[src/rtl/usb_pkg.sv]
// Shared encodings and constants for the USB transmitter: FSM states, SYNC
// pattern, bit-stuff limit, bit-period defaults and line-state helpers.
package usb_pkg;

  typedef enum logic [2:0] {
    ST_IDLE,
    ST_SYNC,
    ST_DATA,
    ST_EOP_SE0,
    ST_EOP_J
  } txState_t;

  localparam logic [7:0] SYNC_PATTERN        = 8'h80;
  localparam logic [2:0] STUFF_LIMIT         = 3'd6;
  localparam int         FS_BIT_CLKS_DEFAULT = 5;
  localparam int         LS_BIT_CLKS_DEFAULT = 40;

  // Line states are written as {dm, dp}
  localparam logic [1:0] LINE_SE0  = 2'b00;
  localparam logic [1:0] LINE_J_FS = 2'b01;
  localparam logic [1:0] LINE_J_LS = 2'b10;

  function automatic logic [1:0] lineJ(input logic fs);
    return fs ? LINE_J_FS : LINE_J_LS;
  endfunction

  function automatic logic [1:0] lineK(input logic fs);
    return ~lineJ(fs);
  endfunction

endpackage

[src/rtl/usb_bit_timer.sv]
// Bit-period tick generator: one tick per FS_BIT_CLKS or LS_BIT_CLKS clocks,
// held at zero while clear is asserted so a packet starts on a full period.
module usb_bit_timer
  import usb_pkg::*;
#(
  parameter int FS_BIT_CLKS = FS_BIT_CLKS_DEFAULT,
  parameter int LS_BIT_CLKS = LS_BIT_CLKS_DEFAULT
) (
  input  logic clk60,
  input  logic reset,
  input  logic clear,
  input  logic fullspeed,
  output logic tick
);

  localparam int MAX_CLKS = (FS_BIT_CLKS > LS_BIT_CLKS) ? FS_BIT_CLKS : LS_BIT_CLKS;
  localparam int CW       = (MAX_CLKS > 2) ? $clog2(MAX_CLKS) : 1;

  logic [CW-1:0] r_count;
  logic [CW-1:0] w_lastCount;

  assign w_lastCount = fullspeed ? CW'(FS_BIT_CLKS - 1) : CW'(LS_BIT_CLKS - 1);
  assign tick        = !clear && (r_count == w_lastCount);

  always_ff @(posedge clk60) begin
    if (reset || clear) begin
      r_count <= '0;
    end else if (r_count == w_lastCount) begin
      r_count <= '0;
    end else begin
      r_count <= r_count + 1'b1;
    end
  end

endmodule

[src/rtl/usb_tx.sv]
// USB full/low-speed packet transmitter: SYNC, NRZI with bit stuffing, EOP,
// fed one byte at a time through a toggle-handshake holding register.
module usb_tx
  import usb_pkg::*;
#(
  parameter int FS_BIT_CLKS = FS_BIT_CLKS_DEFAULT,
  parameter int LS_BIT_CLKS = LS_BIT_CLKS_DEFAULT
) (
  input  logic       clk60,
  input  logic       reset,
  input  logic       fullspeed,
  input  logic [7:0] din,
  input  logic       last,
  input  logic       wrin,
  output logic       wrout,
  output logic       dp_out,
  output logic       dm_out,
  output logic       oe,
  output logic       transmitting,
  output logic       underrun
);

  txState_t   r_state;
  logic       r_fs;
  logic [7:0] r_hold;
  logic       r_holdLast;
  logic       r_holdValid;
  logic       r_wrout;
  logic [7:0] r_cur;
  logic       r_curLast;
  logic [3:0] r_bitCnt;
  logic [2:0] r_ones;
  logic [1:0] r_line;
  logic       r_oe;
  logic       r_trans;
  logic       r_underrun;

  logic w_tick;
  logic w_clear;
  logic w_capture;
  logic w_boundary;
  logic w_stuff;
  logic w_sendBit;

  assign w_clear    = (r_state == ST_IDLE);
  assign w_capture  = (wrin != r_wrout) && !r_holdValid;
  assign w_boundary = (r_bitCnt == 4'd8);
  assign w_stuff    = (r_ones == STUFF_LIMIT);
  assign w_sendBit  = w_boundary ? r_hold[0] : r_cur[0];

  usb_bit_timer #(
    .FS_BIT_CLKS(FS_BIT_CLKS),
    .LS_BIT_CLKS(LS_BIT_CLKS)
  ) u_bit_timer (
    .clk60    (clk60),
    .reset    (reset),
    .clear    (w_clear),
    .fullspeed(r_fs),
    .tick     (w_tick)
  );

  always_ff @(posedge clk60) begin
    if (reset) begin
      r_state     <= ST_IDLE;
      r_fs        <= fullspeed;
      r_hold      <= '0;
      r_holdLast  <= 1'b0;
      r_holdValid <= 1'b0;
      r_wrout     <= 1'b0;
      r_cur       <= '0;
      r_curLast   <= 1'b0;
      r_bitCnt    <= '0;
      r_ones      <= '0;
      r_line      <= lineJ(fullspeed);
      r_oe        <= 1'b0;
      r_trans     <= 1'b0;
      r_underrun  <= 1'b0;
    end else begin
      case (r_state)
        ST_IDLE: begin
          r_fs    <= fullspeed;
          r_line  <= lineJ(fullspeed);
          r_oe    <= 1'b0;
          r_trans <= 1'b0;
          // The held byte stays put during SYNC; it is loaded at the SYNC boundary
          if (r_holdValid) begin
            r_state    <= ST_SYNC;
            r_line     <= SYNC_PATTERN[0] ? lineJ(fullspeed) : lineK(fullspeed);
            r_oe       <= 1'b1;
            r_trans    <= 1'b1;
            r_underrun <= 1'b0;
            r_cur      <= {1'b0, SYNC_PATTERN[7:1]};
            r_curLast  <= 1'b0;
            r_bitCnt   <= 4'd1;
            r_ones     <= SYNC_PATTERN[0] ? 3'd1 : 3'd0;
          end
        end

        ST_SYNC, ST_DATA: begin
          if (w_tick) begin
            if (w_boundary && !r_curLast && !r_holdValid) begin
              r_underrun <= 1'b1;
              r_state    <= ST_EOP_SE0;
              r_line     <= LINE_SE0;
              r_bitCnt   <= '0;
            end else if (w_stuff) begin
              r_line <= ~r_line;
              r_ones <= '0;
              if (w_boundary && !r_curLast) begin
                r_cur       <= r_hold;
                r_curLast   <= r_holdLast;
                r_holdValid <= 1'b0;
                r_bitCnt    <= '0;
                r_state     <= ST_DATA;
              end
            end else if (w_boundary && r_curLast) begin
              r_state  <= ST_EOP_SE0;
              r_line   <= LINE_SE0;
              r_bitCnt <= '0;
            end else begin
              // NRZI: a zero flips the line, a one holds it and extends the run
              if (w_sendBit) begin
                r_ones <= r_ones + 3'd1;
              end else begin
                r_line <= ~r_line;
                r_ones <= '0;
              end
              if (w_boundary) begin
                r_cur       <= {1'b0, r_hold[7:1]};
                r_curLast   <= r_holdLast;
                r_holdValid <= 1'b0;
                r_bitCnt    <= 4'd1;
                r_state     <= ST_DATA;
              end else begin
                r_cur    <= {1'b0, r_cur[7:1]};
                r_bitCnt <= r_bitCnt + 4'd1;
              end
            end
          end
        end

        ST_EOP_SE0: begin
          if (w_tick) begin
            if (r_bitCnt == 4'd1) begin
              r_state <= ST_EOP_J;
              r_line  <= lineJ(r_fs);
            end else begin
              r_bitCnt <= r_bitCnt + 4'd1;
            end
          end
        end

        ST_EOP_J: begin
          if (w_tick) begin
            r_state <= ST_IDLE;
            r_oe    <= 1'b0;
            r_trans <= 1'b0;
          end
        end

        default: r_state <= ST_IDLE;
      endcase

      // Capture and load are exclusive: capture needs an empty register, load a full one
      if (w_capture) begin
        r_hold      <= din;
        r_holdLast  <= last;
        r_holdValid <= 1'b1;
        r_wrout     <= wrin;
      end
    end
  end

  assign wrout            = r_wrout;
  assign {dm_out, dp_out} = r_line;
  assign oe               = r_oe;
  assign transmitting     = r_trans;
  assign underrun         = r_underrun;

endmodule

[config.mk]
export PLATFORM = sky130hd
export DESIGN_NAME = usb_tx
export DESIGN_NICKNAME = d
export VERILOG_FILES = /design/src/rtl/usb_pkg.sv /design/src/rtl/usb_bit_timer.sv /design/src/rtl/usb_tx.sv
export SDC_FILE = /design/constraint.sdc
export NUM_CORES = 1
export LEC_CHECK = 0
export CAP_MARGIN = 5
export CORE_UTILIZATION = 35
export DETAILED_ROUTE_END_ITERATION = 10
export DONT_BUFFER_PORTS = 1
export GPL_TIMING_DRIVEN = 0
export HOLD_SLACK_MARGIN = 0.06
export REMOVE_ABC_BUFFERS = 1
export SYNTH_ARGS = -nofsm -noshare
export SYNTH_HDL_FRONTEND = slang
export SYNTH_SLANG_ARGS = --single-unit
[constraint.sdc]
create_clock -name clk60 -period 5.6 [get_ports clk60]
set_input_delay 0.84 -clock clk60 [delete_from_list [all_inputs] [get_ports clk60]]
set_output_delay 0.84 -clock clk60 [all_outputs]
set_load 0.005 [all_outputs]
==> metrics.md <==
| Metric | Value |
|---|---|
| Hold bufs inserted after CTS | `0` |
| Aggregate global routing overflow | `0` |
| Worst Path Arrival | `2.84 ns` |
| Biggest area contributors in the synthesized netlist | `sky130_fd_sc_hd__dfxtp_1, sky130_fd_sc_hd__nor2_1, sky130_fd_sc_hd__mux2i_1` |
| Seq cells post-synth | `41` |
| Fin. Hold Viols | `0` |
| Register area share after synthesis | `37.71%` |
| Via count of the first global-routing pass | `1,847` |
| Leakage power of the design | `0.8493 nW` |
| Slew margin rel. | `31.40%` |
| Top cell type by total area after synthesis | `sky130_fd_sc_hd__dfxtp_1` |
| Yosys top cell area share | `33.72%` |
| Cell at the root of the clock tree | `sky130_fd_sc_hd__clkbuf_8` |
| Average wire length per cell after detail routing | `15.14 um` |
| EDFF count, synth | `3` |
| Worst-case register-to-register setup slack | `2.99 ns` |
| CTS max path bufs | `2` |
| Vias per std cell | `5.818` |
| Finished Layout Cells | `340` |
| Antenna fix cells | `0` |
| Summed area of non-filler cells in the final layout | `2397 um^2` |
| Total number of clock tree sinks | `41` |
| Run status | `finished, final reports clean` |
| H-tree depth | `2` |
| Worst reg2reg startpoint | `r_bitCnt[0]$_SDFFE_PP0P_` |
| Launching instance or port of the critical path | `r_bitCnt[0]$_SDFFE_PP0P_` |
| Power density over cell area | `273.6 nW/um^2` |
| Final critical-path share of the clock period | `46.58%` |
| Part of the total power dissipated in the clock network | `36.6%` |
| Number of antenna-violating nets in the routed design | `0` |
| Global-route usage over all layers | `16.75%` |
| DR vias | `1,978` |
| HPWL Detailed | `3572 um` |
| Endpoint type of the worst setup path | `register` |
| Number of resized instances in the post-cts repair step | `0` |
| Min cycle time layout | `2.608 ns` |
| Post-DP Area | `2286 um^2` |
| Register share of total power | `50.4%` |
| Share of post-route cells with drive strength above 1 | `6.415%` |
| Net switching share of the total power | `26.62%` |
| Kind of start point of the critical path | `register` |
| DP Cell Count | `332` |
| Total wirelength of the detailed-routed design | `5147 um` |
| Setup tns final | `0 ns` |
| Netlist cell types | `50` |
| Worst endpoint required time | `5.83 ns` |
| Post-route DRC violation count | `0` |
| Cell Int Power | `0.4812 mW` |
| Max Clock Skew | `0.008850 ns` |
| Die H | `82.29 um` |
| Clock tree from TritonCTS | `done` |
| Routability congestion estimate | `0.8579` |
| Worst voltage drop across the vdd grid | `0.0001661 V` |
| Area of the core | `6061 um^2` |
| Maximum net fanout on the critical path | `13` |
| Wire length of the first global-routing pass | `8714 um` |
| Post-route total power | `0.6558 mW` |
| Number of warnings issued by yosys | `0` |
| Filler cell count in the final layout | `634` |
| First-pass iteration count of the detailed router | `4` |
| Path class of the lowest-slack min-delay path | `register to register` |
| Count of input and output buffers | `0` |
| Syn_area_per_cell | `8.294 um^2` |
| Relative contribution of combinational cells to total power | `13.0%` |
| End of the worst register-to-register path | `r_cur[5]$_SDFFE_PP0P_` |
| Insertion delay of the later-clocked pin in the worst-skew pair | `0.30 ns` |
| First-iteration detailed-routing DRC count | `163` |
| Final setup violation count | `0` |
| X dimension of the die | `82.29 um` |
| Total net switching power | `0.1746 mW` |
| Synthesis-to-finish area growth | `6.267%` |
| Number of buffers inserted during clock tree synthesis | `5` |
| Final #Nets | `283` |
| Measured slew at the worst slew-check pin | `1.025 ns` |
| Largest net degree at the start of global routing | `41` |
| Max-capacitance violation count | `0` |
| Reg2Reg Depth | `7` |
| Clock slew at reported path FFs | `0.09 ns` |
| Async S/R FF share, synth | `0%` |
| Setup repair bufs after CTS | `0` |
| Critical path class | `register to register` |
| Starting Density | `37.22%` |
| Area of the die | `6771 um^2` |
| Unrepaired setup endpoints after global routing | `no` |
| Peak clock frequency supported by timing | `0.3834 GHz` |
| Final slew viol count | `0` |
| IO Count | `19` |
| Mapped Area | `2256 um^2` |
| Worst setup path endpoint | `r_cur[5]$_SDFFE_PP0P_` |
| Cell Rows | `28` |
| Cell count after synthesis | `272` |
| Number of antenna violations at the first check in global routing | `0` |
| Leading register cell type out of synthesis | `sky130_fd_sc_hd__dfxtp_1` |
==> critical path, stage by stage, from the launching register on <==
cell,delay [ns]
sky130_fd_sc_hd__dfxtp_1,0.46
sky130_fd_sc_hd__inv_1,0.07
sky130_fd_sc_hd__ha_1,0.21
sky130_fd_sc_hd__nand3b_1,0.44
sky130_fd_sc_hd__nor2_1,0.23
sky130_fd_sc_hd__o32ai_1,0.85
sky130_fd_sc_hd__nand2_1,0.12
sky130_fd_sc_hd__a21oi_1,0.16
==> flip-flops by register name, summed over array words and instances, names as in the netlist, 2 cells and up <==
signal               count
r_state                  3
r_cur                    8
r_bitCnt                 4
r_ones                   3
r_line                   2
r_hold                   8
u_bit_timer.r_count      6
==> cell type report <==
cell class / count / area, um^2 / share of cell area (%)
Multi-Input combinational cell: 207 / 1308 / 54.54
Sequential cell: 41 / 850.8 / 35.49
Clock buffer: 6 / 72.57 / 3.027
Clock inverter: 2 / 38.79 / 1.618
Inverter: 9 / 33.78 / 1.409
Tap cell: 75 / 93.84 / 3.914
==> power by group through the flow <==
stage	Sequential, mW	Clock (mW)	Combinational, mW
global placement	0.337	0	0.0835
floorplan	0.331	0	0.0684
global route	0.333	0.258	0.0944
detailed placement	0.337	0	0.0846
CTS	0.330	0.247	0.0851
finish	0.331	0.240	0.0851
==> layout by cell type (no fill, tap or decap), types with 4 or more instances in the layout <==
cell type                   instances
sky130_fd_sc_hd__a21oi_1           21
sky130_fd_sc_hd__o21ai_0            8
sky130_fd_sc_hd__dfxtp_1           38
sky130_fd_sc_hd__inv_1              9
sky130_fd_sc_hd__nor2b_1            5
sky130_fd_sc_hd__nand3b_1           4
sky130_fd_sc_hd__xor2_1             4
sky130_fd_sc_hd__nor3_1            10
sky130_fd_sc_hd__mux2i_1           11
sky130_fd_sc_hd__clkbuf_8           5
sky130_fd_sc_hd__nand2_1           29
sky130_fd_sc_hd__ha_1               6
sky130_fd_sc_hd__nand3_1           16
sky130_fd_sc_hd__o2111ai_1          6
sky130_fd_sc_hd__nor2_1            31
sky130_fd_sc_hd__nand4_1            4
==> routing by layer <==
metal  track usage [%]  up-vias  wire (um)
li1                  -      976          -
met1             21.49      956       2460
met2             27.93       41       2449
met3             3.626        5        195
met4             5.088        0         41
met5                 0        -          0
==> kinds of logic after synthesis <==
family / after synthesis / share of synthesized area [%]
AOI/OAI and AO/OA: 61 / 19.69
and+or+nand+nor: 121 / 26.84
muxes: 12 / 5.380
adders and majority gates: 6 / 3.328
DFF: 41 / 37.72
buffers and inverters: 24 / 4.326
xor gates and xnor gates: 7 / 2.718
==> Yosys cell counts, drive strengths merged, types with 3 or more instances <==
library cell,n
dfxtp,38
xnor2,3
ha,6
nand3b,4
a21oi,21
nand4,4
inv,9
xor2,4
and2,3
a311oi,3
and3,3
nor4,3
a31oi,3
clkbuf,13
edfxtp,3
nor2,31
nand2b,3
nand2,29
mux2i,11
nor3,10
nand3,16
o2111ai,6
o21ai,8
nor2b,5
o31ai,3
==> worst min path at each step <==
| stage | start | end | slack (ns) | cells after the start |
|---|---|---|---|---|
| final | r_cur[7]$_SDFFE_PP0P_ | r_cur[7]$_SDFFE_PP0P_ | 0.45 | 2 |
| after global routing | r_cur[5]$_SDFFE_PP0P_ | r_cur[5]$_SDFFE_PP0P_ | 0.47 | 2 |
| after CTS | r_cur[4]$_SDFFE_PP0P_ | r_cur[4]$_SDFFE_PP0P_ | 0.46 | 2 |
| after detailed placement | r_cur[7]$_SDFFE_PP0P_ | r_cur[7]$_SDFFE_PP0P_ | 0.44 | 2 |
| after global placement | r_cur[7]$_SDFFE_PP0P_ | r_cur[7]$_SDFFE_PP0P_ | 0.43 | 2 |
| after floorplan | r_cur[7]$_SDFFE_PP0P_ | r_cur[7]$_SDFFE_PP0P_ | 0.42 | 2 |
==> per-stage QoR <==
stage	hold WS (ns)	util, %	setup WS [ns]
global route	0.4712	39.55	2.721
CTS	0.4553	39.55	2.950
global placement	0.4295	37.72	2.967
finish	0.4525	39.55	2.992
detailed placement	0.4420	37.72	2.958
floorplan	0.4227	-	3.567
Power figures use the tool's default switching activity.
